==> src/rtl/uart_tx_arbiter_pkg.sv <==
// Shared definitions for the UART TX arbiter: FSM state encodings and pointer helper.
// Optional build macro UART_ARB_ID_EN adds the ST_ID header state.
package uart_tx_arbiter_pkg;

  localparam int DEF_WIDTH_DATA = 8;

  typedef enum logic [1:0] {
    ST_IDLE = 2'd0,
`ifdef UART_ARB_ID_EN
    ST_ID   = 2'd1,
`endif
    ST_SEND = 2'd2,
    ST_HOLD = 2'd3
  } state_e;

  // Next round-robin start position; NB_REQ need not be a power of two.
  function automatic int rr_next(input int idx, input int nb);
    return (idx + 1 >= nb) ? 0 : idx + 1;
  endfunction

endpackage

==> src/rtl/uart_tx_arbiter_rr_arbiter.sv <==
// Combinational round-robin picker: first asserted request at or after i_ptr, wrapping.
module rr_arbiter #(
  parameter int NB_REQ    = 4,
  parameter int WIDTH_REQ = 2
) (
  input  logic [NB_REQ-1:0]    i_req,
  input  logic [WIDTH_REQ-1:0] i_ptr,
  output logic [WIDTH_REQ-1:0] o_idx,
  output logic                 o_any
);

  logic [NB_REQ-1:0] rot;
  int                sel;

  // Rotate so bit k of rot is requester (ptr + k) mod NB_REQ.
  assign rot = (i_req >> i_ptr) | (i_req << (NB_REQ - int'(i_ptr)));

  always_comb begin
    o_idx = '0;
    o_any = 1'b0;
    sel   = 0;
    for (int k = NB_REQ - 1; k >= 0; k--) begin
      if (rot[k]) begin
        sel   = int'(i_ptr) + k;
        if (sel >= NB_REQ) sel = sel - NB_REQ;
        o_idx = WIDTH_REQ'(sel);
        o_any = 1'b1;
      end
    end
  end

endmodule

==> src/rtl/uart_tx_arbiter.sv <==
// Packet-granular round-robin sharing of one UART transmitter between NB_REQ byte streams.
// Define UART_ARB_ID_EN to prefix every packet with a header byte carrying the owner index.
module uart_tx_arbiter
  import uart_tx_arbiter_pkg::*;
#(
  parameter int WIDTH_DATA = DEF_WIDTH_DATA,
  parameter int NB_REQ     = 4,
  parameter int WIDTH_REQ  = 2
) (
  input  logic                         i_clk,
  input  logic                         i_nrst,
  input  logic [NB_REQ-1:0]            i_req,
  input  logic [NB_REQ*WIDTH_DATA-1:0] i_data,
  input  logic [NB_REQ-1:0]            i_last,
  output logic [NB_REQ-1:0]            o_ack,
  output logic                         o_busy,
  output logic [WIDTH_REQ-1:0]         o_gnt,
  output logic                         o_we,
  output logic [WIDTH_DATA-1:0]        o_data,
  input  logic                         i_mty
);

  state_e                 state_q;
  logic [WIDTH_REQ-1:0]   gnt_q;
  logic [WIDTH_REQ-1:0]   ptr_q;
  logic                   end_q;
  logic [NB_REQ-1:0]      ack_q;
  logic                   we_q;
  logic [WIDTH_DATA-1:0]  data_q;

  logic [WIDTH_REQ-1:0]   pick_idx;
  logic                   pick_any;
  logic [WIDTH_DATA-1:0]  slot_data;
  logic                   owner_req;
  logic                   owner_last;

  rr_arbiter #(
    .NB_REQ    (NB_REQ),
    .WIDTH_REQ (WIDTH_REQ)
  ) u_rr (
    .i_req (i_req),
    .i_ptr (ptr_q),
    .o_idx (pick_idx),
    .o_any (pick_any)
  );

  assign slot_data  = i_data[int'(gnt_q)*WIDTH_DATA +: WIDTH_DATA];
  assign owner_req  = i_req[gnt_q];
  assign owner_last = i_last[gnt_q];

`ifdef UART_ARB_ID_EN
  logic [WIDTH_DATA-1:0]  hdr_data;

  always_comb begin
    hdr_data                = '0;
    hdr_data[WIDTH_REQ-1:0] = gnt_q;
  end
`endif

  // Strobes default low every cycle so o_we/o_ack are single-cycle pulses.
  always_ff @(posedge i_clk or negedge i_nrst) begin
    if (!i_nrst) begin
      state_q <= ST_IDLE;
      gnt_q   <= '0;
      ptr_q   <= '0;
      end_q   <= 1'b0;
      ack_q   <= '0;
      we_q    <= 1'b0;
      data_q  <= '0;
    end else begin
      we_q  <= 1'b0;
      ack_q <= '0;
      case (state_q)
        ST_IDLE: begin
          if (pick_any) begin
            gnt_q   <= pick_idx;
            end_q   <= 1'b0;
`ifdef UART_ARB_ID_EN
            state_q <= ST_ID;
`else
            state_q <= ST_SEND;
`endif
          end
        end
`ifdef UART_ARB_ID_EN
        ST_ID: begin
          if (i_mty) begin
            we_q    <= 1'b1;
            data_q  <= hdr_data;
            state_q <= ST_HOLD;
          end
        end
`endif
        ST_SEND: begin
          if (i_mty && owner_req) begin
            we_q    <= 1'b1;
            data_q  <= slot_data;
            ack_q   <= NB_REQ'(1) << gnt_q;
            end_q   <= owner_last;
            state_q <= ST_HOLD;
          end
        end
        // One dead cycle: i_mty is still high while the uart latches the byte.
        ST_HOLD: begin
          if (end_q) begin
            state_q <= ST_IDLE;
            ptr_q   <= WIDTH_REQ'(rr_next(int'(gnt_q), NB_REQ));
          end else begin
            state_q <= ST_SEND;
          end
        end
        default: state_q <= ST_IDLE;
      endcase
    end
  end

  assign o_ack  = ack_q;
  assign o_busy = (state_q != ST_IDLE);
  assign o_gnt  = gnt_q;
  assign o_we   = we_q;
  assign o_data = data_q;

endmodule
==> config.mk <==
export PLATFORM = sky130hd
export DESIGN_NAME = uart_tx_arbiter
export DESIGN_NICKNAME = d
export VERILOG_FILES = /design/src/rtl/uart_tx_arbiter_pkg.sv /design/src/rtl/uart_tx_arbiter_rr_arbiter.sv /design/src/rtl/uart_tx_arbiter.sv
export SDC_FILE = /design/constraint.sdc
export NUM_CORES = 1
export LEC_CHECK = 0
export BUFFER_PORTS_ARGS = -buffer_cell sky130_fd_sc_hd__buf_2
export CAP_MARGIN = 0
export CORE_ASPECT_RATIO = 0.7
export CORE_UTILIZATION = 41
export DETAILED_ROUTE_END_ITERATION = 10
export PLACE_DENSITY = 0.67
export SLEW_MARGIN = 20
export SYNTH_ARGS = -nofsm -noshare
export SYNTH_HDL_FRONTEND = slang
export SYNTH_SLANG_ARGS = --single-unit
==> constraint.sdc <==
create_clock -name i_clk -period 2.9 [get_ports i_clk]
set_clock_uncertainty 0.1 [all_clocks]
set_input_delay 0.87 -clock i_clk [delete_from_list [all_inputs] [get_ports i_clk]]
set_output_delay 0.87 -clock i_clk [all_outputs]
set_load 0.05 [all_outputs]
==> Word-level counts from Yosys, hierarchy flattened <==
Index checks and enable logic that the tools add are counted.
{ "word_totals": {"word_cells": 68, "inputBits": 43, "out_inout_bits": 16, "ff_bits": 20} }
{ "op_classes": {"n_bitwise": 1, "magnitude_cmp": 6, "n_shift": 4, "muxes": 28, "reduce_logical": 9, "addsub": 9, "n_eq_ne": 4} }
{ "ops": {"columns": ["operator", "count"], "rows": [
  ["indexed part select 32 x 6 -> 8 bit", 1],
  ["<< shifter 4 x 32 -> 4 bit", 1],
  ["2-to-1 mux 2 bit", 12],
  [">= comparator 3 bit (second input constant)", 4],
  ["2-to-1 mux 1 bit", 10],
  ["2-to-1 mux 4 bit", 2],
  ["AND reduction 2 bit", 4],
  ["subtractor 2 x 1 -> 2 bit (second input constant)", 4],
  ["adder 2 x 1 -> 3 bit (second input constant)", 2],
  ["adder 2 x 2 -> 3 bit (second input constant)", 2],
  ["one-hot mux 2 bit (3 select lines)", 1],
  ["binary-select mux 1 bit (select 2 bit)", 2],
  ["== test 2 bit (second input constant)", 2],
  ["inequality test 2 bit (second input constant)", 2],
  ["OR 4 bit", 1],
  ["nonzero test 2 bit", 2],
  ["<< shifter 1 x 2 -> 4 bit (first input constant)", 1],
  [">> shifter 4 x 2 -> 4 bit", 1],
  ["subtractor 3 x 2 -> 4 bit (first input constant)", 1],
  [">= comparator 2 x 3 -> 1 bit (second input constant)", 1],
  ["less-than comparator 2 x 3 -> 1 bit (second input constant)", 1],
  ["AND reduction 3 bit", 1],
  ["zero test 2 bit", 1],
  ["one-hot mux 1 bit (2 select lines)", 1],
  ["logical AND 1 bit", 1]
]} }

==> Longest topological paths before layout <==
Gate-level depths: netlist of the first run.
{ "depth": {"ltp_word": 9, "depth_mapped": 8, "mapped_depth_nobuf": 7} }

==> By module <==
From an unflattened synthesis of the first run, not the netlist that was laid out.
{ "hier_totals": {"cells_unflattened": 115, "hier_area_um2": 1380.1} }
{ "by_module_without_submodules": {"columns": ["mod", "cells_per_inst", "seq_area_each_um2", "instances", "area_each_um2"], "rows": [
  ["uart_tx_arbiter", 70, 500.5, 1, 1057.3],
  ["rr_arbiter", 45, 0.0, 1, 322.8]
]} }

==> Worst setup path before layout of the first run <==
Ideal clock, no wire load.
{ "synth_timing": {"kind": "register to register", "start": "register ptr_q[0]", "end": "register gnt_q[1], in the netlist o_gnt[1]", "required_ns": 2.721, "path_slack_ns": 0.672, "setup_time_ns": 0.079, "arrival_ns": 2.048, "stages_incl_launch_ff": 9, "cell_sequence": "dfrtp_1 > buf_6 > inv_1 > ha_1 > mux2_2 > a32oi_1 > nand2_1 > o31ai_4 > mux2i_1"} }
{ "synth_between": {"elab_chain_cells": 8, "elab_cells_between_ends": 28, "cone_classes": "add/sub (8); order compare (4); shift (2); mux (12); bitwise (1); reduce/logical (1)"} }
{ "synth_lines": {"columns": ["item", "line_no", "text"], "rows": [
  ["start: declaration", "uart_tx_arbiter.sv:25", "logic [WIDTH_REQ-1:0] ptr_q;"],
  ["start signal: assignment", "uart_tx_arbiter.sv:107", "ptr_q <= WIDTH_REQ'(rr_next(int'(gnt_q), NB_REQ));"],
  ["subtractor 3 x 2 -> 4 bit", "uart_tx_arbiter_rr_arbiter.sv:16", "assign rot = (i_req >> i_ptr) | (i_req << (NB_REQ - int'(i_ptr)));"],
  ["<< shifter 4 x 32 -> 4 bit", "uart_tx_arbiter_rr_arbiter.sv:16", null],
  ["OR 4 bit", "uart_tx_arbiter_rr_arbiter.sv:16", null],
  ["2-to-1 mux 1 bit (4 in a row)", "uart_tx_arbiter_rr_arbiter.sv:23", "if (rot[k]) begin"],
  ["AND reduction 2 bit (no source line)", null, null],
  ["end signal: assignment", "uart_tx_arbiter.sv:76", "gnt_q <= pick_idx;"],
  ["end: declaration", "uart_tx_arbiter.sv:24", "logic [WIDTH_REQ-1:0] gnt_q;"]
]} }
Parallel ways exist; a longest one is shown, timed or not.
A chain may end at the register's enable or synchronous reset.

==> Final worst setup path of the first run <==
{ "layout_timing": {"start": "register ptr_q[1]", "end": "register gnt_q[0], in the netlist o_gnt[0]"} }
The elaborated chain is that of the path after synthesis.

==> results of run 1 <==
[synth_stat cells]
cell                        count  area, um^2
sky130_fd_sc_hd__o22ai_1        1        6.26
sky130_fd_sc_hd__buf_6          2        22.5
sky130_fd_sc_hd__a221oi_2       1        15.0
sky130_fd_sc_hd__and3b_1        1        8.76
sky130_fd_sc_hd__buf_2          2        10.0
sky130_fd_sc_hd__a32oi_1        1        8.76
sky130_fd_sc_hd__o221ai_1       1        8.76
sky130_fd_sc_hd__inv_1          6        22.5
sky130_fd_sc_hd__clkbuf_1       3        11.3
sky130_fd_sc_hd__or2_1          1        6.26
sky130_fd_sc_hd__nor4_1         2        12.5
sky130_fd_sc_hd__mux2_2         2        22.5
sky130_fd_sc_hd__and2_1         5        31.3
sky130_fd_sc_hd__nor2b_1        2        12.5
sky130_fd_sc_hd__o31ai_1        2        15.0
sky130_fd_sc_hd__o2111ai_1      1        8.76
sky130_fd_sc_hd__mux2_4         1        15.0
sky130_fd_sc_hd__a21oi_1        1        5.00
sky130_fd_sc_hd__o21ai_1        2        10.0
sky130_fd_sc_hd__o21ai_0        3        15.0
sky130_fd_sc_hd__nand3b_1       2        15.0
sky130_fd_sc_hd__inv_2          1        3.75
sky130_fd_sc_hd__nor3_1         2        10.0
sky130_fd_sc_hd__a31o_1         1        8.76
sky130_fd_sc_hd__a22oi_2        1        12.5
sky130_fd_sc_hd__a311o_1        1        10.0
sky130_fd_sc_hd__dfrtp_1       20         500
sky130_fd_sc_hd__nand4b_1       1        8.76
sky130_fd_sc_hd__nor2_1         2        7.51
sky130_fd_sc_hd__nand2_1       28         105
sky130_fd_sc_hd__a21boi_0       1        7.51
sky130_fd_sc_hd__o31ai_4        1        21.3
sky130_fd_sc_hd__nand3_1        3        15.0
sky130_fd_sc_hd__ha_1           5        62.6
sky130_fd_sc_hd__mux4_2        10         225
sky130_fd_sc_hd__o32ai_1        1        8.76
sky130_fd_sc_hd__a31oi_4        1        21.3
sky130_fd_sc_hd__mux2i_1        6        60.1
sky130_fd_sc_hd__a21o_1         1        7.51
sky130_fd_sc_hd__nand2b_1       1        6.26
sky130_fd_sc_hd__and4bb_2       1        12.5
[cell usage in the layout, fill, tap and decap left out, types with 4 or more instances in the layout]
master	instances
sky130_fd_sc_hd__buf_2	58
sky130_fd_sc_hd__nand2_1	28
sky130_fd_sc_hd__dfrtp_1	20
sky130_fd_sc_hd__mux4_2	10
sky130_fd_sc_hd__inv_1	6
sky130_fd_sc_hd__mux2i_1	6
sky130_fd_sc_hd__and2_1	5
sky130_fd_sc_hd__ha_1	5
sky130_fd_sc_hd__clkbuf_8	4
[path summary, 6_finish.rpt]
check | slack (ps) | end | start | cells after the start
min reg2reg | 380 | o_data[1] | o_data[1] | 2
max in group asynchronous | 1920 | ptr_q[1] | i_nrst | 1
max reg2reg | 240 | o_gnt[0] | ptr_q[1] | 7
max | 240 | o_gnt[0] | ptr_q[1] | 7
min | 380 | o_data[1] | o_data[1] | 2
min in group asynchronous | 460 | o_data[1] | i_nrst | 1
[per-layer routing]
layer | up-vias | GRT usage | routed length (um)
met3 | 10 | 0.0454 | 252
met2 | 80 | 0.366 | 1760
met4 | 0 | 0.0588 | 53
met1 | 617 | 0.265 | 1500
met5 | - | 0 | 0
li1 | 595 | - | -
[logic make-up after synthesis]
kind of cell               count (synthesis)  share of synthesized area
buffers and inverters                     14                     0.0501
DFF                                       20                      0.358
AOI/OAI and AO/OA                         21                      0.136
muxes                                     19                      0.231
and+or+nand+nor                           51                      0.180
adders and majority gates                  5                     0.0448
[power by group through the flow]
stage                     clock network, uW  registers (uW)  logic, uW
final                                   213             493       1250
after CTS                               219             491       1230
after global routing                    228             512       1330
after global placement                    0             492       1180
after detailed placement                  0             497       1220
after floorplan                           0             739        712
[state kept, by name, summed over array words and instances (netlist names)]
signal   flops
state_q      2
o_gnt        2
o_we         1
ptr_q        2
o_data       8
end_q        1
o_ack        4
[area by class of cell]
class	count	area, um^2	share of cell area
Clock buffer	4	55.1	0.0311
Inverter	7	26.3	0.0149
Multi-Input combinational cell	96	827	0.467
Sequential cell	20	500	0.283
Tap cell	38	47.5	0.0269
Timing Repair Buffer	61	313	0.177
[worst register-to-register path, stage by stage, from the launching register on]
cell                       delay, ps
sky130_fd_sc_hd__dfrtp_1         530
sky130_fd_sc_hd__inv_1           170
sky130_fd_sc_hd__ha_1            460
sky130_fd_sc_hd__mux2_2          420
sky130_fd_sc_hd__a221oi_2        310
sky130_fd_sc_hd__o31ai_1         130
sky130_fd_sc_hd__a311o_1         350
sky130_fd_sc_hd__a22oi_2         130
[per-stage QoR]
step,setup WS [ps],utilization
final,239,0.555
after global routing,154,0.555
after CTS,308,0.555
after detailed placement,324,0.537
after global placement,480,0.537
after floorplan,672,-
==> results.json, run 1 <==
{
  "place.detailed.hpwl_um": 2750,
  "critical_path.endpoint_type": "flop",
  "synthesis.instances": 130,
  "hold_class": "flop to flop",
  "cp-start-kind": "flop",
  "tns_ps": 0,
  "detailroute.via_count": 1302,
  "avgRoutedWirePerCell_um": 15.8,
  "dp.cells": 222,
  "mappedNetlistArea_mm2": 0.00140,
  "internal_power_uw": 959,
  "share_seq_of_total_power": 0.253,
  "first_pass_grt_wire_length_um": 5790,
  "fmax_mhz": 376,
  "swShare": 0.509,
  "clk_pin_slew_ps": 70,
  "die_height_um": 50.8,
  "flow.area_growth_from_synthesis_pct": 26.6,
  "timing.slew.headroom": 0.619,
  "num-fill-cells": 283,
  "leakage_uw": 0.000876,
  "unrepaired_setup_endpoints_after_global_routing": "no",
  "outcome": "finished, final reports clean",
  "num-nets-final": 237,
  "grt_remaining_overflow": 0,
  "critPathKind": "flop to flop",
  "comb_power_share": 0.638,
  "gp_congestion": 1.01,
  "worst_tran_pin_value_ps": 571,
  "drt.antenna.violating_nets": 0,
  "cts_num_sinks": 20,
  "cp.required_ps": 2980,
  "final_cell_count_no_fill": 226,
  "cts-root-to-sink-buffers": 2,
  "worstPathBufferInverterCount": 1,
  "cts-buffers-inserted": 3,
  "slew_viol_final": 0,
  "crit_family": "compound AO/OA/AOI/OAI gates",
  "hold_vio_cnt_final": 0,
  "die-area_mm2": 0.00365,
  "floorplan.die.width_um": 71.8,
  "post-route-min-period_ps": 2660,
  "clock_tree_from_tritoncts": "yes",
  "layout-drive-gt1-share": 0.447,
  "grt_use_total": 0.210,
  "overall_power_uw": 1950,
  "route.final.wire_length_um": 3570,
  "synth.yosys.seq_area_share": 0.358,
  "whs_ps": 376,
  "cap_viol_max_count": 0,
  "synth.net_count": 178,
  "clock_latency_ps": 260,
  "antenna_violations_before_repair": 0,
  "first_global_vias": 1215,
  "insertedDiodeCount": 0,
  "netlist-cell-type-count": 41,
  "avgViaCountPerCell": 5.76,
  "io-pin-count": 59,
  "floorplan.initialDensity": 0.438,
  "post_synth.cell_area_avg_um2": 10.8,
  "switchingPower_uw": 993,
  "detailedRoute.firstIterationViolations": 121,
  "ys.warnings.count": 0,
  "port_buffers": 58,
  "worst_path_largest_cell_delay_ps": 530,
  "critPathSlowestCell": "sky130_fd_sc_hd__dfrtp_1",
  "rows": 17,
  "postSynthRegisterBits": 20,
  "critical_path_fanout_max": 11,
  "detailedRoute.firstPassIterationCount": 4,
  "cts-resized-gates": 0,
  "power.density_cell_area_mw_per_mm2": 1100,
  "post-route-period-util": 0.918,
  "post-cts-setup-buffer-count": 0,
  "drc_errors": 0,
  "design_area_mm2": 0.00177,
  "crit_arrival_ps": 2740,
  "cts.root.buffer_cell": "sky130_fd_sc_hd__clkbuf_8",
  "placeableCoreArea_mm2": 0.00319,
  "critical_path.cell_chain": "inv_1 -> ha_1 -> mux2_2 -> a221oi_2 -> o31ai_1 -> a311o_1 -> a22oi_2",
  "htreeDepth": 1,
  "post_dp_cell_area_mm2": 0.00171,
  "p_clk_frac": 0.109,
  "maximum_number_of_pins_on_one_net_before_global_route_repair": 21,
  "final-setup-viol-count": 0,
  "ir_worst_vdd_uv": 482,
  "post_cts_hold_buffer_count": 0
}
Power figures use the tool's default switching activity.
==> run 2: changes to the inputs <==
Settings changed: CELL_PAD_IN_SITES_DETAIL_PLACEMENT set to 1, CELL_PAD_IN_SITES_GLOBAL_PLACEMENT set to 2, CORE_UTILIZATION 41 to 28, PLACE_DENSITY 0.67 to 0.76.
==> results.json, run 2 (synthesis gave the netlist of run 1 again) <==
{
  "ir_worst_vdd_uv": 323,
  "layout.cells.most_common": "sky130_fd_sc_hd__buf_2",
  "unrepaired_setup_endpoints_after_global_routing": "no",
  "critical_path.cell_chain": "inv_1 -> ha_1 -> mux2_2 -> a32oi_1 -> nand2_1 -> o31ai_4 -> mux2i_1",
  "whs_ps": 376,
  "cap_viol_max_count": 0,
  "critical_path_fanout_max": 11,
  "design_area_mm2": 0.00183,
  "placeableCoreArea_mm2": 0.00478,
  "setup_slack_ps": 288,
  "grt_remaining_overflow": 0,
  "critPathKind": "flop to flop",
  "fmax_mhz": 383,
  "reg2reg_slack_ps": 290,
  "fin_util": 0.383,
  "crit_arrival_ps": 2700,
  "cts_num_sinks": 20,
  "grt_use_total": 0.153,
  "detailedRoute.firstIterationViolations": 30,
  "clock_latency_ps": 260,
  "worst_tran_pin_value_ps": 486,
  "first_pass_grt_wire_length_um": 6180,
  "detailedRoute.firstPassIterationCount": 4,
  "detailroute.via_count": 1243,
  "hold_class": "flop to flop",
  "power.density_cell_area_mw_per_mm2": 1100,
  "post-route-min-period_ps": 2610,
  "clock_tree_from_tritoncts": "yes",
  "drc_errors": 0,
  "slew_viol_final": 0,
  "floorplan.die.width_um": 86.4,
  "layout-drive-gt1-share": 0.450,
  "die-area_mm2": 0.00528,
  "rows": 21,
  "critical_path.endpoint_type": "flop",
  "post-route-period-util": 0.901,
  "first_global_vias": 1202,
  "cp-start-kind": "flop",
  "worst_path_largest_cell_delay_ps": 540,
  "gp_congestion": 0.884,
  "cts-root-to-sink-buffers": 2,
  "cp.required_ps": 2990,
  "num-nets-final": 238,
  "post_dp_cell_area_mm2": 0.00176,
  "largest_reg_flops": 8,
  "clk_pin_slew_ps": 80,
  "die_height_um": 61.1,
  "insertedDiodeCount": 0,
  "avgViaCountPerCell": 4.82,
  "timing.slew.headroom": 0.676,
  "htreeDepth": 1,
  "timing.hold.worst_path_depth": 2,
  "port_buffers": 58,
  "place.detailed.hpwl_um": 2930,
  "outcome": "finished, final reports clean",
  "post-cts-setup-buffer-count": 0,
  "r2r_cells": 7,
  "tns_ps": 0,
  "leakage_uw": 0.000887,
  "final-setup-viol-count": 0,
  "flow.area_growth_from_synthesis_pct": 31.1,
  "antenna_violations_before_repair": 0,
  "place_worst_setup_slack_ps": 341,
  "cts.root.buffer_cell": "sky130_fd_sc_hd__clkbuf_8",
  "io-pin-count": 59,
  "critPathSlowestCell": "sky130_fd_sc_hd__dfrtp_1",
  "avgRoutedWirePerCell_um": 14.9,
  "maximum_number_of_pins_on_one_net_before_global_route_repair": 21,
  "mostFrequentLayoutCells": "sky130_fd_sc_hd__buf_2 (58), sky130_fd_sc_hd__nand2_1 (28), sky130_fd_sc_hd__dfrtp_1 (20)",
  "cts-resized-gates": 0,
  "cts-buffers-inserted": 3,
  "post_cts_hold_buffer_count": 0,
  "hold_vio_cnt_final": 0,
  "num-fill-cells": 574,
  "route.final.wire_length_um": 3860,
  "drt.antenna.violating_nets": 0,
  "floorplan.initialDensity": 0.292
}
## run 2: final timing paths
check,startpoint,end
worst max-delay path,ptr_q[1],o_gnt[1]
worst min register to register,o_data[3],o_data[3]
worst max register to register,ptr_q[1],o_gnt[1]
max in group asynchronous,i_nrst,ptr_q[1]
min in group asynchronous,i_nrst,o_data[2]
worst min-delay path,o_data[3],o_data[3]
## run 2: stage by stage
step / instances / total power, uW
after floorplan: 130 / 1450
final: 258 / 2020
after global placement: 254 / 1730
after global routing: 258 / 2160
after CTS: 258 / 2030
after detailed placement: 254 / 1740
## run 2: layer usage
metal	routed length [um]	global-route usage	vias to the layer above
met1	1870	0.224	622
met3	97	0.0282	0
met4	0	0.0143	0
li1	-	-	594
met2	1890	0.248	27
met5	0	0	-
## run 2: critical path, delay by kind of cell, from the launching register on
kind / cells / cell delay (ps)
multiplexers: 2 / 630
flip-flops: 1 / 540
AO/OA/AOI/OAI: 2 / 520
adder cells (fa/ha/maj): 1 / 440
AND/OR/NAND/NOR: 1 / 160
buffers and inverters: 1 / 140
## run 2: area by class of cell
type	instances	area [um^2]	share of cell area
clock buffers	3	41.3	0.0225
clock inverters	1	30.0	0.0164
inverters	7	26.3	0.0143
multi-input cells	96	827	0.452
flip-flops and latches	20	500	0.273
well taps	69	86.3	0.0471
repair buffers	62	320	0.175
## run 2: power by group
part / internal, uW / switching (uW) / total (uW)
clock: 184 / 103 / 288
sequential: 385 / 80.1 / 465
combinational: 459 / 805 / 1260
